`config.mk`:
```
export PLATFORM = sky130hd
export DESIGN_NAME = id_ex_hazard_reg
export DESIGN_NICKNAME = d
export VERILOG_FILES = /design/src/rtl/id_ex_hazard_reg.sv
export SDC_FILE = /design/constraint.sdc
export NUM_CORES = 1
export LEC_CHECK = 0
export CAP_MARGIN = 20
export CORE_ASPECT_RATIO = 1.1
export CORE_MARGIN = 8
export CORE_UTILIZATION = 45
export DETAILED_ROUTE_END_ITERATION = 7
export PLACE_DENSITY = 0.92
export SYNTH_ARGS = -nofsm -noshare
export SYNTH_HDL_FRONTEND = slang
export SYNTH_SLANG_ARGS = --single-unit
```
`constraint.sdc`:
```
create_clock -name clk -period 3.8 [get_ports clk]
set_clock_uncertainty 0.15 [all_clocks]
set_input_delay 0.57 -clock clk [delete_from_list [all_inputs] [get_ports clk]]
set_output_delay 0.57 -clock clk [all_outputs]
set_load 0.05 [all_outputs]
```
`src/rtl/id_ex_hazard_reg.sv`:
```
// ID/EX pipeline register with valid bit, hold, flush, load-use bubble insertion
// and saturating bubble/flush event counters.
module id_ex_hazard_reg #(
    parameter int DATA_W  = 32,
    parameter int REG_W   = 5,
    parameter int ALUOP_W = 3,
    parameter int CNT_W   = 16
) (
    input  logic               clk,
    input  logic               rstN,
    input  logic [DATA_W-1:0]  pcAdded,
    input  logic [DATA_W-1:0]  read1,
    input  logic [DATA_W-1:0]  read2,
    input  logic [DATA_W-1:0]  imm,
    input  logic [REG_W-1:0]   rs,
    input  logic [REG_W-1:0]   rt,
    input  logic [REG_W-1:0]   rd,
    input  logic               idValid,
    input  logic               regDst,
    input  logic               aluSrc,
    input  logic               branch,
    input  logic               memWrite,
    input  logic               memRead,
    input  logic               regWrite,
    input  logic               memToReg,
    input  logic [ALUOP_W-1:0] aluOp,
    input  logic               hold,
    input  logic               flush,
    output logic [DATA_W-1:0]  outPcAdded,
    output logic [DATA_W-1:0]  outRead1,
    output logic [DATA_W-1:0]  outRead2,
    output logic [DATA_W-1:0]  outImm,
    output logic [REG_W-1:0]   outRs,
    output logic [REG_W-1:0]   outRt,
    output logic [REG_W-1:0]   outRd,
    output logic               outRegDst,
    output logic               outAluSrc,
    output logic               outBranch,
    output logic               outMemWrite,
    output logic               outMemRead,
    output logic               outRegWrite,
    output logic               outMemToReg,
    output logic [ALUOP_W-1:0] outAluOp,
    output logic               outValid,
    output logic               stallOut,
    output logic [CNT_W-1:0]   bubbleCount,
    output logic [CNT_W-1:0]   flushCount
);

    logic [DATA_W-1:0]  r_pc_added;
    logic [DATA_W-1:0]  r_read1;
    logic [DATA_W-1:0]  r_read2;
    logic [DATA_W-1:0]  r_imm;
    logic [REG_W-1:0]   r_rs;
    logic [REG_W-1:0]   r_rt;
    logic [REG_W-1:0]   r_rd;
    logic               r_reg_dst;
    logic               r_alu_src;
    logic               r_branch;
    logic               r_mem_write;
    logic               r_mem_read;
    logic               r_reg_write;
    logic               r_mem_to_reg;
    logic [ALUOP_W-1:0] r_alu_op;
    logic               r_valid;
    logic [CNT_W-1:0]   r_bubble_cnt;
    logic [CNT_W-1:0]   r_flush_cnt;

    logic               w_rt_hit;
    logic               w_load_use;
    logic               w_bubble;
    logic               w_ctl_en;

    // A load targeting $0 never creates a real dependency.
    assign w_rt_hit   = (r_rt == rs) || (r_rt == rt);
    assign w_load_use = r_valid && r_mem_read && (r_rt != '0) && idValid && w_rt_hit;
    assign w_bubble   = w_load_use && !flush && !hold;
    assign stallOut   = w_bubble;
    assign w_ctl_en   = idValid;

    always_ff @(posedge clk or negedge rstN) begin
        if (!rstN) begin
            r_pc_added   <= '0;
            r_read1      <= '0;
            r_read2      <= '0;
            r_imm        <= '0;
            r_rs         <= '0;
            r_rt         <= '0;
            r_rd         <= '0;
            r_reg_dst    <= 1'b0;
            r_alu_src    <= 1'b0;
            r_branch     <= 1'b0;
            r_mem_write  <= 1'b0;
            r_mem_read   <= 1'b0;
            r_reg_write  <= 1'b0;
            r_mem_to_reg <= 1'b0;
            r_alu_op     <= '0;
            r_valid      <= 1'b0;
        end else if (flush || (!hold && w_load_use)) begin
            // Flush and bubble both present a fully zeroed, invalid slot to EX.
            r_pc_added   <= '0;
            r_read1      <= '0;
            r_read2      <= '0;
            r_imm        <= '0;
            r_rs         <= '0;
            r_rt         <= '0;
            r_rd         <= '0;
            r_reg_dst    <= 1'b0;
            r_alu_src    <= 1'b0;
            r_branch     <= 1'b0;
            r_mem_write  <= 1'b0;
            r_mem_read   <= 1'b0;
            r_reg_write  <= 1'b0;
            r_mem_to_reg <= 1'b0;
            r_alu_op     <= '0;
            r_valid      <= 1'b0;
        end else if (!hold) begin
            r_pc_added   <= pcAdded;
            r_read1      <= read1;
            r_read2      <= read2;
            r_imm        <= imm;
            r_rs         <= rs;
            r_rt         <= rt;
            r_rd         <= rd;
            r_reg_dst    <= regDst   && w_ctl_en;
            r_alu_src    <= aluSrc   && w_ctl_en;
            r_branch     <= branch   && w_ctl_en;
            r_mem_write  <= memWrite && w_ctl_en;
            r_mem_read   <= memRead  && w_ctl_en;
            r_reg_write  <= regWrite && w_ctl_en;
            r_mem_to_reg <= memToReg && w_ctl_en;
            r_alu_op     <= w_ctl_en ? aluOp : '0;
            r_valid      <= idValid;
        end
    end

    always_ff @(posedge clk or negedge rstN) begin
        if (!rstN) begin
            r_bubble_cnt <= '0;
            r_flush_cnt  <= '0;
        end else if (flush) begin
            if (!(&r_flush_cnt)) begin
                r_flush_cnt <= r_flush_cnt + CNT_W'(1);
            end
        end else if (w_bubble) begin
            if (!(&r_bubble_cnt)) begin
                r_bubble_cnt <= r_bubble_cnt + CNT_W'(1);
            end
        end
    end

    assign outPcAdded  = r_pc_added;
    assign outRead1    = r_read1;
    assign outRead2    = r_read2;
    assign outImm      = r_imm;
    assign outRs       = r_rs;
    assign outRt       = r_rt;
    assign outRd       = r_rd;
    assign outRegDst   = r_reg_dst;
    assign outAluSrc   = r_alu_src;
    assign outBranch   = r_branch;
    assign outMemWrite = r_mem_write;
    assign outMemRead  = r_mem_read;
    assign outRegWrite = r_reg_write;
    assign outMemToReg = r_mem_to_reg;
    assign outAluOp    = r_alu_op;
    assign outValid    = r_valid;
    assign bubbleCount = r_bubble_cnt;
    assign flushCount  = r_flush_cnt;

endmodule
```
==> metrics.yaml, run 1 <==
run_status:
  status: "finished with violations"
  violations: "hold timing"
yosys:
  synth_fp_nets: 830
  synthArstFlopShare_pct: 100
  synthesis.area_um2: 8020
  synthFlopType: "dfrtp_1"
  ys_warn_count: 0
  syn_inst: 670
  synth-edff-count: 0
  ys_seq_elements: 186
  yosysUniqueCellTypes: 40
  synth_area_per_cell_um2: 12.0
  synth-seq-area-share_pct: 58.0
setup_path:
  cp-start-kind: "primary input"
  r2r_start: "bubbleCount[0]"
  reg2reg_slack_ns: 1.48
  reg2reg_depth: 6
  critPathRequiredTime_ns: 3.08
  cp-end-kind: "output pin"
  critPathMaxFanout: 2
  critical_path_class: "primary input to output pin"
  r2r_end: "bubbleCount[8]"
  crit_arrival_ns: 2.32
power:
  p_leak_nw: 5.58
  power_frac_seq_pct: 41.4
  pwr_density_cell_nw_per_um2: 435
  p_sw_mw: 1.68
  p_int_mw: 3.66
  max-vdd-ir-drop_mv: 0.502
  p_sw_share_pct: 31.4
  power_frac_clock_pct: 34.2
  p_comb_share_pct: 24.4
timing:
  period_needed_ns: 3.04
  tightest_slew_ns: 0.718
  min_period_over_period_pct: 80.0
  hold_ws_ns: -0.000567
  post-route-worst-setup-slack_ns: 0.761
  rsz0062_at_grt: "false"
  slew_violations: 0
  hold_viol_final: 1
  setup_viol: 0
  slew_headroom_pct: 52.1
  max_clock_freq_mhz: 329
  setup_tns_ns: 0
finish:
  nets: 1162
  area_growth_pct: 53.0
  mostFrequentLayoutCell: "clkdlybuf4s50_1"
  drive_gt1_share_pct: 7.68
  final_cell_mix: "clkdlybuf4s50_1, dfrtp_1, mux2i_1, nor2_1, xnor2_1"
placement:
  place_congestion: 0.864
  dp_hpwl_um: 18800
  portBuffers: 344
  pre_cts_ws_ns: 0.801
clocking:
  clock_latency_ns: 0.42
  tritoncts: "done"
  clockBufferDepth: 2
  cts_setup_buffers: 0
  cts_resized: 0
  cts.sinks: 186
  cts_root_buf: "clkbuf_16"
  cts_buffers: 17
  path_clk_slew_ns: 0.07
  htree_levels: 4
  cts_hold_repair.buffers: 0
grt:
  antenna_found_initial: 1
  grt_pass1_vias: 6732
  grt_max_degree: 106
  grt_pass1_wl_um: 37900
  grt_overflow: 0
  grt_use_total_pct: 22.2
hold_path:
  holdCritPathClass: "primary input to async pin"
route:
  wirelength_um: 25400
  drcViolationCount: 0
  wl_per_cell_um: 20.2
  dr.pass1.iters: 6
  antenna_left: 0
  vias_per_cell: 5.06
  dr_total_vias: 6349
  initialDrtViolationCount: 288
flow_run:
  cap_violations: 0
die:
  start_util_pct: 45.6
  design.die.area_um2: 22400
  rows: 51
  io-pin-count: 345
  core_area_um2: 17600
  die_h_um: 156
  die_w_um: 143
metal layers:
| layer | routed length (um) | up-vias | GRT usage, % |
|---|---|---|---|
| li1 | - | 2946 | - |
| met1 | 9740 | 3131 | 25.0 |
| met2 | 13200 | 238 | 39.2 |
| met3 | 1910 | 34 | 5.82 |
| met4 | 578 | 0 | 8.87 |
| met5 | 0 | - | 0 |
power groups by stage:
stage	Combinational (mW)	Clock, mW	Sequential (mW)
6_report	1.30	1.82	2.21
5_1_grt	1.37	1.93	2.23
4_1_cts	1.31	1.86	2.21
3_3_place_gp	1.29	0	2.24
2_1_floorplan	0.301	0	2.68
3_5_place_dp	1.30	0	2.24
cell families after synthesis:
family / after synthesis / synth area share (%)
AO/OA/AOI/OAI: 27 / 2.54
AND/OR/NAND/NOR: 232 / 14.1
XOR/XNOR: 33 / 3.60
buffers and inverters: 41 / 2.81
adder cells (fa/ha/maj): 2 / 0.312
multiplexers: 149 / 18.7
flip-flops: 186 / 58.0
state kept, by name, indices dropped and copies added, names as in the netlist, 3 cells and up:
name and flops:
outImm 32, outPcAdded 32, outRead1 32, outRead2 32, bubbleCount 16, flushCount 16
outRd 5, outRs 5, outRt 5, outAluOp 3
synth_stat cells, types with 5 or more instances:
master / n / area share, %
nand2_1: 19 / 0.89
dfrtp_1: 186 / 58
nor3_1: 6 / 0.37
clkbuf_1: 30 / 1.4
xor2_1: 10 / 1.1
and3_1: 6 / 0.47
buf_6: 5 / 0.70
nor2_4: 10 / 1.4
nor2_1: 134 / 6.3
mux2_2: 5 / 0.70
a21oi_1: 6 / 0.37
nand3_1: 10 / 0.62
and4_1: 7 / 0.76
nand4_1: 10 / 0.78
xnor2_1: 23 / 2.5
mux2i_1: 144 / 18
nor2_2: 20 / 1.6
a22oi_1: 9 / 0.84
cell type report:
type	count	area, um^2
Antenna cell	1	2.50
Fill cell	1270	5340
Clock buffer	19	433
Multi-Input combinational cell	443	3150
Tap cell	238	298
Timing Repair Buffer	351	3560
Sequential cell	186	4650
Clock inverter	13	165
Inverter	3	11.3
how the worst max path moves through the flow:
stage          startpoint  endpoint  slack (ns)  depth (start not counted)
4_1_cts             rs[4]  stallOut        0.74                          6
3_5_place_dp        rs[4]  stallOut        0.80                          6
5_1_grt             rs[4]  stallOut        0.69                          6
3_3_place_gp        rs[4]  stallOut        0.79                          6
6_report            rs[4]  stallOut        0.76                          6
2_1_floorplan    outRt[4]  stallOut        0.75                          4
worst max-delay path, cell delays in order:
cell	delay [ns]
clkdlybuf4s50_1	0.48
xor2_1	0.18
nor3_1	0.28
a32oi_1	0.23
nor3_1	0.38
buf_12	0.19
stage by stage:
step | hold WS, ns | total power, mW | area, um^2 | utilization, % | instances
final | -0.000567 | 5.34 | 12300 | 69.7 | 1254
after global routing | 0.0565 | 5.53 | 12300 | 69.7 | 1254
after CTS | 0.0289 | 5.38 | 12300 | 69.7 | 1253
after detailed placement | 0.336 | 3.55 | 11700 | 66.3 | 1221
after global placement | 0.327 | 3.52 | 11700 | 66.3 | 1221
after floorplan | 0.124 | 2.98 | 8020 | - | 670
(Power assumes the default switching activity.)
==> run 2: changes to the inputs <==
--- a/config.mk
+++ b/config.mk
@@ -8,9 +8,9 @@
 export CAP_MARGIN = 20
 export CORE_ASPECT_RATIO = 1.1
 export CORE_MARGIN = 8
-export CORE_UTILIZATION = 45
+export CORE_UTILIZATION = 39
 export DETAILED_ROUTE_END_ITERATION = 7
-export PLACE_DENSITY = 0.92
+export PLACE_DENSITY = 0.86
 export SYNTH_ARGS = -nofsm -noshare
 export SYNTH_HDL_FRONTEND = slang
 export SYNTH_SLANG_ARGS = --single-unit
==> constraint.sdc (replaced) <==
create_clock -name clk -period 2.7 [get_ports clk]
set_clock_uncertainty 0.15 [all_clocks]
set_input_delay 0.405 -clock clk [delete_from_list [all_inputs] [get_ports clk]]
set_output_delay 0.405 -clock clk [all_outputs]
set_load 0.05 [all_outputs]
==> run 2 against run 1 <==
Utilization shrank 8.1 points. The flow now finishes without violations. Combinational power is 42% higher. Sequential share of layout area is 0.80 points lower. Final area is 2.2% higher. Power increased by 44%. Highest routed layer unchanged. Clock power grew 49%. Non-clock buffer count rose by 15. Largest power group unchanged.
==> metrics.yaml, run 2 (synthesis gave the netlist of run 1 again) <==
clocking:
  htree_levels: 4  # unchanged
  clockBufferDepth: 2  # unchanged
  clock_latency_ns: 0.41  # was 0.42 ns
  cts_root_buf: "clkbuf_16"  # unchanged
  cts.sinks: 186  # unchanged
  tritoncts: "done"  # unchanged
  path_clk_slew_ns: 0.07  # about the same
  cts_buffers: 17  # unchanged
route:
  vias_per_cell: 4.92  # was 5.06
  wl_per_cell_um: 19.1  # was 20.2 um
  dr.pass1.iters: 4  # was 6
  wirelength_um: 24500  # was 25400 um
  drcViolationCount: 0  # unchanged
  initialDrtViolationCount: 318  # was 288
  antenna_left: 0  # unchanged
  dr_total_vias: 6332  # was 6349
die:
  io-pin-count: 345  # unchanged
  start_util_pct: 39.4  # was 45.6%
  core_area_um2: 20400  # was 17600 um^2
  die_h_um: 166  # was 156 um
  design.die.area_um2: 25400  # was 22400 um^2
  rows: 55  # was 51
  die_w_um: 153  # was 143 um
power:
  max-vdd-ir-drop_mv: 0.393  # was 0.502 mV
  p_leak_nw: 5.70  # was 5.58 nW
  pwr_density_cell_nw_per_um2: 612  # was 435 nW/um^2
  p_total_mw: 7.67  # was 5.34 mW
setup_path:
  critical_path_class: "flip-flop to output pin"  # was primary input to output pin
  critPathRequiredTime_ns: 2.14  # was 3.08 ns
  critPathMaxFanout: 5  # was 2
  cp_slowest_cell: "or4_4"  # was clkdlybuf4s50_1
  cp-start-kind: "flip-flop"  # was primary input
  cp-end-kind: "output pin"  # unchanged
  crit_path_cell_trace: "or4_4 > o211ai_4 > nor3_2 > buf_4 > buf_12"  # was clkdlybuf4s50_1 > xor2_1 > nor3_1 > a32oi_1 > nor3_1 > buf_12
  crit_family: "simple AND/OR/NAND/NOR gates"  # was buffers and inverters
  critical_path_buf_inv_count: 2  # unchanged
  slowest_delay_ns: 0.59  # was 0.48 ns
  crit_arrival_ns: 2.04  # was 2.32 ns
finish:
  final_cell_mix: "clkdlybuf4s50_1, dfrtp_1, mux2i_1, nor2_1, xnor2_1"  # unchanged
  mostFrequentLayoutCell: "clkdlybuf4s50_1"  # unchanged
  area_growth_pct: 56.3  # was 53.0%
  nets: 1177  # was 1162
  drive_gt1_share_pct: 9.22  # was 7.68%
  num_antenna_cells: 0  # was 1
run_status:
  status: "finished, final reports clean"  # was finished with violations
placement:
  dp_hpwl_um: 18600  # was 18800 um
  portBuffers: 344  # unchanged
  place_congestion: 0.823  # was 0.864
timing:
  hold_viol_final: 0  # was 1
  tightest_slew_ns: 0.614  # was 0.718 ns
  setup_viol: 0  # unchanged
  slew_violations: 0  # unchanged
  setup_tns_ns: 0  # unchanged
  max_clock_freq_mhz: 385
  slew_headroom_pct: 59.1  # was 52.1%
  period_needed_ns: 2.59
  rsz0062_at_grt: "false"  # unchanged
  min_period_over_period_pct: 96.1
flow_run:
  cap_violations: 0  # unchanged
grt:
  grt_max_degree: 88  # was 106
  grt_pass1_wl_um: 38300  # was 37900 um
  antenna_found_initial: 0  # was 1
  grt_use_total_pct: 19.1  # was 22.2%
  grt_pass1_vias: 6666  # was 6732
  grt_overflow: 0  # unchanged
hold_path:
  holdCritPathClass: "flip-flop to flip-flop"  # was primary input to async pin
[run 2: power breakdown]
group | total, mW | switching (mW) | internal, mW | leakage [nW]
Clock | 2.71 | 1.12 | 1.60 | 0.309
Sequential | 3.11 | 0.143 | 2.96 | 2.48
Combinational | 1.85 | 1.11 | 0.735 | 2.92
[run 2: stage by stage]
step / instances / hold WS, ns / worst slack, ns / util [%] / instance area, um^2
3_5_place_dp: 1252 / 0.301 / 0.0756 / 58.3 / 11900
5_1_grt: 1286 / 0.355 / 0.0248 / 61.6 / 12500
2_1_floorplan: 670 / -0.0406 / 0.238 / - / 8030
3_3_place_gp: 1252 / 0.310 / 0.0580 / 58.3 / 11900
4_1_cts: 1286 / 0.342 / 0.0399 / 61.5 / 12500
6_report: 1286 / 0.341 / 0.105 / 61.6 / 12500
[run 2: worst paths after layout]
kind                       slack [ns]             from              end  cells past startpoint
max                              0.11         outRt[0]         stallOut                      5
min                              0.34  bubbleCount[10]  bubbleCount[10]                      1
max reg2reg                      0.45         outRt[0]   bubbleCount[1]                      6
min reg2reg                      0.34  bubbleCount[10]  bubbleCount[10]                      1
max in group asynchronous        1.20             rstN     outRead1[26]                      3
min in group asynchronous        0.39             rstN        outImm[6]                      2
[run 2: per-layer routing]
metal	up-vias	GRT usage [%]	wire length (um)
met5	-	0	0
met4	0	6.93	695
met3	34	7.12	1890
met2	230	32.2	12000
met1	3092	21.8	9950
li1	2976	-	-
[run 2: cell type report]
type | count | area [um^2]
clock buffer | 20 | 447
multi-input combinational | 443 | 3170
inverter | 3 | 11.3
tap | 256 | 320
fill | 1577 | 7830
timing repair buffer | 366 | 3750
sequential | 186 | 4650
clock inverter | 12 | 186
[run 2: what timing repair did]
| item | in CTS | in global routing |
|---|---|---|
| setup buffers | 1 | 0 |
| pin swaps | 1 | 0 |
| hold endpoints to repair | 65 | 0 |
| hold buffers | 1 | 0 |
| endpoints found under the setup margin | 1 | 1 |
| gates resized for setup | 0 | 2 |
